**config.mk**
```make
export PLATFORM = sky130hd
export DESIGN_NAME = dsp_echo_writer
export DESIGN_NICKNAME = d
export VERILOG_FILES = /design/src/rtl/dsp_pkg.sv /design/src/rtl/dsp_echo_offset_counter.sv /design/src/rtl/dsp_echo_writer.sv
export SDC_FILE = /design/constraint.sdc
export NUM_CORES = 1
export LEC_CHECK = 0
export CAP_MARGIN = 0
export CELL_PAD_IN_SITES_DETAIL_PLACEMENT = 0
export CELL_PAD_IN_SITES_GLOBAL_PLACEMENT = 2
export CORE_AREA = 8 8 131 133
export DETAILED_ROUTE_END_ITERATION = 10
export DIE_AREA = 0 0 139 141
export PLACE_DENSITY = 0.83
export SYNTH_ARGS = -nofsm -noshare
export SYNTH_HDL_FRONTEND = slang
export SYNTH_HIERARCHICAL = 1
export SYNTH_SLANG_ARGS = --single-unit
```
**constraint.sdc**
```tcl
create_clock -name clock -period 9.3 [get_ports clock]
set_input_delay 2.325 -clock clock [delete_from_list [all_inputs] [get_ports clock]]
set_output_delay 2.325 -clock clock [all_outputs]
set_load 0.01 [all_outputs]
```
**src/rtl/dsp_pkg.sv**
```systemverilog
// Shared S-DSP definitions: register addresses, echo buffer constants and
// the echo writer state encoding.
package dsp_pkg;

    localparam logic [7:0] REG_FLG = 8'h6C;
    localparam logic [7:0] REG_ESA = 8'h6D;
    localparam logic [7:0] REG_EDL = 8'h7D;

    localparam int FLG_ECEN_BIT     = 5;
    localparam int ECHO_FRAME_BYTES = 4;    // L lo, L hi, R lo, R hi
    localparam int ECHO_EDL_GRANULE = 2048; // bytes of buffer per EDL step

    typedef enum logic [2:0] {
        WS_IDLE,
        WS_W0,
        WS_W1,
        WS_W2,
        WS_W3
    } echo_writer_state_t;

endpackage

```
**src/rtl/dsp_echo_offset_counter.sv**
```systemverilog
// Echo buffer offset counter, shared by the echo writer and reader.
// Advances by one frame per advance pulse, wraps to 0 at the buffer limit and
// latches ESA/EDL only at wrap (and at reset) so mid-buffer register writes
// take effect on the next pass.
//   clock, reset : clock, synchronous active-high reset
//   esa, edl     : live ESA page / EDL registers
//   advance      : frame completed, step the offset
//   offset       : current byte offset into the buffer
//   base_page    : latched ESA page used for addressing
//   wrapped      : one-cycle pulse when the offset returns to 0
module dsp_echo_offset_counter
    import dsp_pkg::*;
(
    input  logic        clock,
    input  logic        reset,
    input  logic [7:0]  esa,
    input  logic [3:0]  edl,
    input  logic        advance,
    output logic [14:0] offset,
    output logic [7:0]  base_page,
    output logic        wrapped
);

    logic [3:0]  limit_edl;
    logic [15:0] limit;
    logic [15:0] next_off;

    // EDL=0 still gives a one-frame buffer rather than zero length.
    always_comb begin
        limit    = (limit_edl == 4'd0) ? 16'(ECHO_FRAME_BYTES)
                                       : 16'(limit_edl) * 16'(ECHO_EDL_GRANULE);
        next_off = {1'b0, offset} + 16'(ECHO_FRAME_BYTES);
    end

    always_ff @(posedge clock) begin
        if (reset) begin
            offset    <= '0;
            wrapped   <= 1'b0;
            base_page <= esa;
            limit_edl <= edl;
        end else begin
            wrapped <= 1'b0;
            if (advance) begin
                if (next_off >= limit) begin
                    offset    <= '0;
                    wrapped   <= 1'b1;
                    base_page <= esa;
                    limit_edl <= edl;
                end else begin
                    offset <= offset + 15'(ECHO_FRAME_BYTES);
                end
            end
        end
    end

endmodule

```
**src/rtl/dsp_echo_writer.sv**
```systemverilog
// Echo buffer write engine. Once per 64-step period it writes the held
// stereo echo sample as four bytes into ARAM at the current echo offset.
//   clock, reset        : clock, synchronous active-high reset
//   major_step          : DSP schedule step 0..63
//   esa, edl            : echo start page / echo delay registers
//   echo_write_disable  : FLG ECEN, sampled at burst start
//   sample_l/r, sample_valid, sample_ready : sample handshake
//   ram_address, ram_data_out, ram_write_enable : ARAM write port
//   echo_offset         : current buffer offset (shared with echo reader)
//   wrapped             : pulse in the cycle after a wrapping burst
//   underrun            : pulse in W0 when no fresh sample was available
module dsp_echo_writer
    import dsp_pkg::*;
#(
    parameter int WRITE_SLOT = 48
) (
    input  logic        clock,
    input  logic        reset,
    input  logic [5:0]  major_step,
    input  logic [7:0]  esa,
    input  logic [3:0]  edl,
    input  logic        echo_write_disable,
    input  logic [15:0] sample_l,
    input  logic [15:0] sample_r,
    input  logic        sample_valid,
    output logic        sample_ready,
    output logic [15:0] ram_address,
    output logic [7:0]  ram_data_out,
    output logic        ram_write_enable,
    output logic [14:0] echo_offset,
    output logic        wrapped,
    output logic        underrun
);

    localparam logic [5:0] START_STEP = 6'(WRITE_SLOT);

    echo_writer_state_t state;
    logic [15:0] hold_l, hold_r;
    logic        fresh;
    logic        accept;
    logic [7:0]  base_page;

    assign accept = sample_valid && sample_ready;

    dsp_echo_offset_counter u_offset (
        .clock     (clock),
        .reset     (reset),
        .esa       (esa),
        .edl       (edl),
        .advance   (state == WS_W3),
        .offset    (echo_offset),
        .base_page (base_page),
        .wrapped   (wrapped)
    );

    function automatic logic [7:0] frame_byte(input logic [15:0] l, input logic [15:0] r,
                                              input logic [1:0] k);
        case (k)
            2'd0:    return l[7:0];
            2'd1:    return l[15:8];
            2'd2:    return r[7:0];
            default: return r[15:8];
        endcase
    endfunction

    // 16-bit sum wraps naturally past 0xFFFF.
    function automatic logic [15:0] byte_addr(input logic [7:0] page, input logic [14:0] off,
                                              input logic [1:0] k);
        return {page, 8'h00} + {1'b0, off} + 16'(k);
    endfunction

    always_ff @(posedge clock) begin
        if (reset) begin
            state            <= WS_IDLE;
            hold_l           <= '0;
            hold_r           <= '0;
            fresh            <= 1'b0;
            sample_ready     <= 1'b1;
            ram_address      <= '0;
            ram_data_out     <= '0;
            ram_write_enable <= 1'b0;
            underrun         <= 1'b0;
        end else begin
            underrun <= 1'b0;
            if (accept) begin
                hold_l <= sample_l;
                hold_r <= sample_r;
                fresh  <= 1'b1;
            end
            case (state)
                WS_IDLE: begin
                    if (major_step == START_STEP) begin
                        state            <= WS_W0;
                        sample_ready     <= 1'b0;
                        ram_write_enable <= !echo_write_disable;
                        ram_address      <= byte_addr(base_page, echo_offset, 2'd0);
                        // A sample arriving on this very edge is the one written.
                        ram_data_out     <= accept ? sample_l[7:0] : hold_l[7:0];
                        underrun         <= !(fresh || accept);
                    end
                end
                WS_W0: begin
                    state        <= WS_W1;
                    ram_address  <= byte_addr(base_page, echo_offset, 2'd1);
                    ram_data_out <= frame_byte(hold_l, hold_r, 2'd1);
                end
                WS_W1: begin
                    state        <= WS_W2;
                    ram_address  <= byte_addr(base_page, echo_offset, 2'd2);
                    ram_data_out <= frame_byte(hold_l, hold_r, 2'd2);
                end
                WS_W2: begin
                    state        <= WS_W3;
                    ram_address  <= byte_addr(base_page, echo_offset, 2'd3);
                    ram_data_out <= frame_byte(hold_l, hold_r, 2'd3);
                end
                WS_W3: begin
                    state            <= WS_IDLE;
                    sample_ready     <= 1'b1;
                    ram_write_enable <= 1'b0;
                    fresh            <= 1'b0;
                end
                default: state <= WS_IDLE;
            endcase
        end
    end

endmodule
```
Word level (Yosys, flattened, before mapping)
Index checks and enable logic that the tools add are counted.
{ "op_classes": {"addsub": 6, "n_eq_ne": 6, "n_reduce_logical": 16, "n_lt_le_gt_ge": 1, "muxes": 20, "bitwise_logic": 3} }
{ "op_table": {"columns": ["operator", "n"], "rows": [
  ["$pmux W16 S4", 1],
  ["$mux W8", 5],
  ["$add A16 B2 Y16 const B", 2],
  ["$pmux W8 S4", 1],
  ["$mux W15", 2],
  ["$add A15 B3 Y16 const B", 1],
  ["$add A16 B1 Y16 const B", 1],
  ["$add A16 B15 Y16", 1],
  ["$ge A16 B16 Y1", 1],
  ["$mux W16", 1],
  ["$add A15 B3 Y15 const B", 1],
  ["$mux W4", 3],
  ["$pmux W3 S4", 1],
  ["$eq A3 B2 Y1 const B", 2],
  ["$eq A6 B6 Y1 const B", 1],
  ["$reduce_and A2 Y1", 3],
  ["$reduce_bool A2 Y1", 3],
  ["$logic_not A4 Y1", 1],
  ["$pmux W1 S2", 2],
  ["$reduce_bool A4 Y1", 1],
  ["$reduce_or A2 Y1", 2],
  ["$eq A3 B1 Y1 const B", 1],
  ["$eq A3 B3 Y1 const B", 1],
  ["$logic_not A3 Y1", 1],
  ["other kinds (8)", 13]
]} }
{ "totals": {"input_bits": 54, "wordCells": 65, "ff_bits": 91, "out_inout_bits": 43} }

Longest topological paths before layout
{ "depth": {"word_depth": 6, "depth_mapped": 14} }

Modules after synthesis
Netlist, hierarchy kept.
{ "by_module_without_submodules": {"columns": ["module", "area_per_inst_um2", "cells_each", "n_inst"], "rows": [
  ["dsp_echo_writer", 3490.8, 453, 1],
  ["dsp_echo_offset_counter", 1387.6, 146, 1]
]} }

Worst setup path before layout
OpenSTA, ideal clock, no wires.
{ "synth_timing": {"kind": "input-to-reg", "from": "in major_step[1]", "to": "reg ram_address[11]", "cell_stages": 6, "path_slack_ns": 5.551, "t_arrival_ns": 3.658, "required_time_ns": 9.209, "cell_sequence": "nor4_1 > nand3_1 > a21oi_1 > clkbuf_1 > nor2_1 > a311oi_1"} }
{ "synth_between": {"elab_chain_cells": 3} }
{ "synth_lines": {"columns": ["item", "line", "text"], "rows": [
  ["from (decl)", "dsp_echo_writer.sv:19", "input logic [5:0] major_step,"],
  ["$eq A6 B6 Y1", "dsp_echo_writer.sv:92", "if (major_step == START_STEP) begin"],
  ["$ne A2 B2 Y1 (no line)", null, null],
  ["$reduce_and A2 Y1 (no line)", null, null],
  ["to (signal assigned)", "dsp_echo_writer.sv:96", "ram_address <= byte_addr(base_page, echo_offset, 2'd0);"],
  ["to (signal assigned)", "dsp_echo_writer.sv:104", "ram_address <= byte_addr(base_page, echo_offset, 2'd1);"],
  ["to (signal assigned)", "dsp_echo_writer.sv:109", "ram_address <= byte_addr(base_page, echo_offset, 2'd2);"],
  ["to (decl)", "dsp_echo_writer.sv:27", "output logic [15:0] ram_address,"]
]} }
No other way between the ends.
A chain may end at the register's enable or synchronous reset.

Worst setup path in the final report
{ "layout_timing": {"from": "reg u_offset.offset[6]", "to": "out echo_offset[6]"} }
{ "layout_lines": {"columns": ["item", "line", "text"], "rows": [
  ["from (decl)", "dsp_echo_offset_counter.sv:19", "output logic [14:0] offset,"],
  ["from (signal assigned)", "dsp_echo_offset_counter.sv:50", "offset <= offset + 15'(ECHO_FRAME_BYTES);"],
  ["to (decl)", "dsp_echo_writer.sv:30", "output logic [14:0] echo_offset,"]
]} }
No word-level cell between the ends.

==> impl_metrics.py <==
metrics = {
    "critical_path": {
        "cpLargestDelayFamily": "flip-flops",
        "critPathLaunchType": "flip-flop",
        "rr_startpoint": "u_offset/offset[6]",
        "crit_fanout": 22,
        "worstSetupEndpointType": "primary output",
        "worst_path_max_delay_cell": "dfxtp_1",
        "rr_worst_depth": 11,
        "crit_required_ps": 6980,
        "cp_num_buf_inv": 1,
        "cp.arrival_ps": 1890,
        "critPathKind": "flip-flop to primary output",
        "rr_endpoint": "u_offset/limit_edl[2]",
        "crit_path_cell_trace": "clkdlybuf4s50_1",
        "r2r_slack_ps": 5180,
        "max_stage_delay_ps": 860,
    },
    "cts": {
        "cts_tree": "done",
        "cts_root_buf": "clkbuf_16",
        "cts_resized": 0,
        "cts_sinks": 89,
        "htree_levels": 3,
        "cts.clk_slew.worst_paths_ps": 70,
        "cts_setup_buffers": 0,
        "cts.path.max_buffers": 2,
        "numCtsBuffers": 9,
        "cts_hold_buf": 0,
        "clock_latency_ps": 350,
    },
    "sta": {
        "finalHoldViolCount": 0,
        "fin_ws_ps": 5080,
        "fmax_mhz": 237,
        "skew_ps": 8.63,
        "rsz0062_at_grt": "no",
        "fin_setup_tns_ps": 0,
        "hold_ws_ps": 456,
        "setup_viol": 0,
        "period_minus_slack_ps": 4220,
        "maxSlewHeadroom": 0.427,
        "worst_pin_slew_ps": 860,
        "period_share": 0.454,
        "report.final.slew_viol_count": 0,
    },
    "min_path": {
        "min-delay-start": "hold_r[2]",
        "min_path_type": "flip-flop to flip-flop",
        "holdPathEnd": "hold_r[2]",
        "hold-path-cell-count": 2,
    },
    "final_layout": {
        "area_delta_synth_final_pct": 27.5,
        "drive_above_1_share": 0.0532,
        "nNetsFinal": 743,
        "final_cells": 865,
        "post-route-util": 0.415,
        "num_antenna_cells": 0,
    },
    "power": {
        "peakVddDrop_mv": 0.0987,
        "p_per_area_nw_per_um2": 178,
        "leakagePower_nw": 2.24,
    },
    "synthesis": {
        "synth_edf_count": 12,
        "ys_seq_area_frac": 0.390,
        "async_flop_share": 0,
        "yosys_register_bits": 89,
        "synthTopCellsByCount": "97 x nand2_1, 77 x dfxtp_1, 64 x a21oi_1",
        "synth_top_area_frac": 0.316,
        "yosysMostFrequentCell": "nand2_1",
        "synth-main-ff-cell": "dfxtp_1",
        "synthCells": 599,
        "netlist_area_sq_um": 4880,
        "yosys_warnings": 6,
        "synth_top_cell_by_area": "dfxtp_1",
        "syn_area_per_cell_sq_um": 8.14,
        "yosysUniqueCellTypes": 62,
        "synth_area_leaders": "dfxtp_1 32%, nand2_1 7.5%, edfxtp_1 7.4%",
    },
    "floorplan": {
        "coreArea_sq_um": 15000,
        "die_w_microns": 139,
        "rows": 45,
        "die_area_sq_um": 19600,
        "initial_core_util": 0.326,
        "io_pins": 97,
        "dieHeight_microns": 141,
    },
    "drt": {
        "dr_total_vias": 4562,
        "vias_per_cell": 5.27,
        "final_antenna_net_count": 0,
        "dr.pass1.iters": 4,
        "drt-total-wl_mm": 15.1,
        "route.detailed.drc": 0,
        "drt_iter0_drc": 330,
        "wl_per_cell_microns": 17.5,
    },
    "placement": {
        "dp.cells": 849,
        "portBuffers": 94,
        "finalWeightedCongestion": 0.841,
        "pre_cts_slack_ps": 4830,
        "dp.final_hpwl_mm": 10.9,
    },
    "grt": {
        "antenna_found_initial": 0,
        "grt_pass1_wl_mm": 24.6,
        "grt_usage": 0.155,
        "grt_pass1_vias": 4649,
        "grt_max_degree": 78,
        "grt-ovfl-total": 0,
    },
    "outcome": {
        "status": "finished clean",
    },
    "flow_run": {
        "max_cap_viol_count": 0,
    },
}
==> sequential cells by signal, summed over array words and instances (netlist names) <==
name	cells
u_offset/limit_edl	4
u_offset/offset	13
ram_address	16
u_offset/base_page	8
state	3
underrun	1
hold_r	16
ram_data_out	8
ram_write_enable	1
u_offset/wrapped	1
hold_l	16
sample_ready	1
fresh	1
==> metrics by stage <==
step	total power, W	instance area (sq um)
after floorplan	0.000621	4880
after global placement	0.000747	5920
after detailed placement	0.000752	5920
after CTS	0.00112	6220
after global routing	0.00116	6220
final	0.00111	6220
==> how the worst max path moves through the flow <==
stage                  startpoint  cells past startpoint  slack, ps                     to
2_1_floorplan       major_step[1]                      6       5550        ram_address[11]
3_3_place_gp        major_step[1]                      8       4920        ram_address[13]
3_5_place_dp        major_step[1]                      8       4830        ram_address[13]
4_1_cts        u_offset/offset[6]                      1       5060         echo_offset[6]
5_1_grt        u_offset/offset[6]                     11       4790  u_offset/limit_edl[0]
6_report       u_offset/offset[6]                      1       5080         echo_offset[6]
==> routing by layer <==
layer  wire length [microns]  up-vias  GRT usage
met5                       0        -          0
met3                     892       10     0.0473
met1                    7010     2172      0.189
met4                     139        0     0.0427
li1                        -     2287          -
met2                    7090       93      0.261
==> logic make-up (layout without fill, tap and decap cells) <==
logic type	after synthesis	in the layout	share of synthesized area
mux	16	16	0.0328
buf+inv	58	135	0.0528
simple gates	237	237	0.225
fa+ha+maj	17	17	0.0467
xor+xnor	20	20	0.0359
other cells	1	2	0.000769
flops	89	89	0.390
compound gates	161	161	0.216
==> cells in the final DEF (no fill, tap or decap), types with 3 or more instances in the layout <==
cell type	count
nand2_1	97
clkdlybuf4s50_1	93
dfxtp_1	77
a21oi_1	63
nor2_1	56
inv_1	18
nand3_1	18
a211oi_1	18
nor3_1	16
mux2i_1	16
ha_1	15
o21ai_0	14
xnor2_1	13
edfxtp_1	12
clkbuf_16	10
a31oi_1	9
o211ai_1	9
nor4_1	8
a21o_1	8
xor2_1	7
nand4_1	7
buf_4	7
and3_1	5
a311oi_1	4
o2bb2ai_1	4
a211o_1	4
and2_1	3
and4_1	3
or2_1	3
o21ai_1	3
nand3b_1	3
o21a_1	3
or3_1	3
nand4b_1	3
o21bai_1	3
==> report_power, final <==
part	total, W	internal [W]	switching, W
sequential	0.000457	0.000429	0.0000287
clock	0.000367	0.000205	0.000161
combinational	0.000281	0.000127	0.000154
==> cell type report <==
cell class	count	area, sq um
inverters	18	67.6
repair buffers	101	988
well taps	188	235
flip-flops and latches	89	1900
fillers	1541	8760
multi-input cells	453	2730
clock buffers	11	264
clock inverters	5	37.5
No activity file was read; power rests on OpenSTA's default activity.
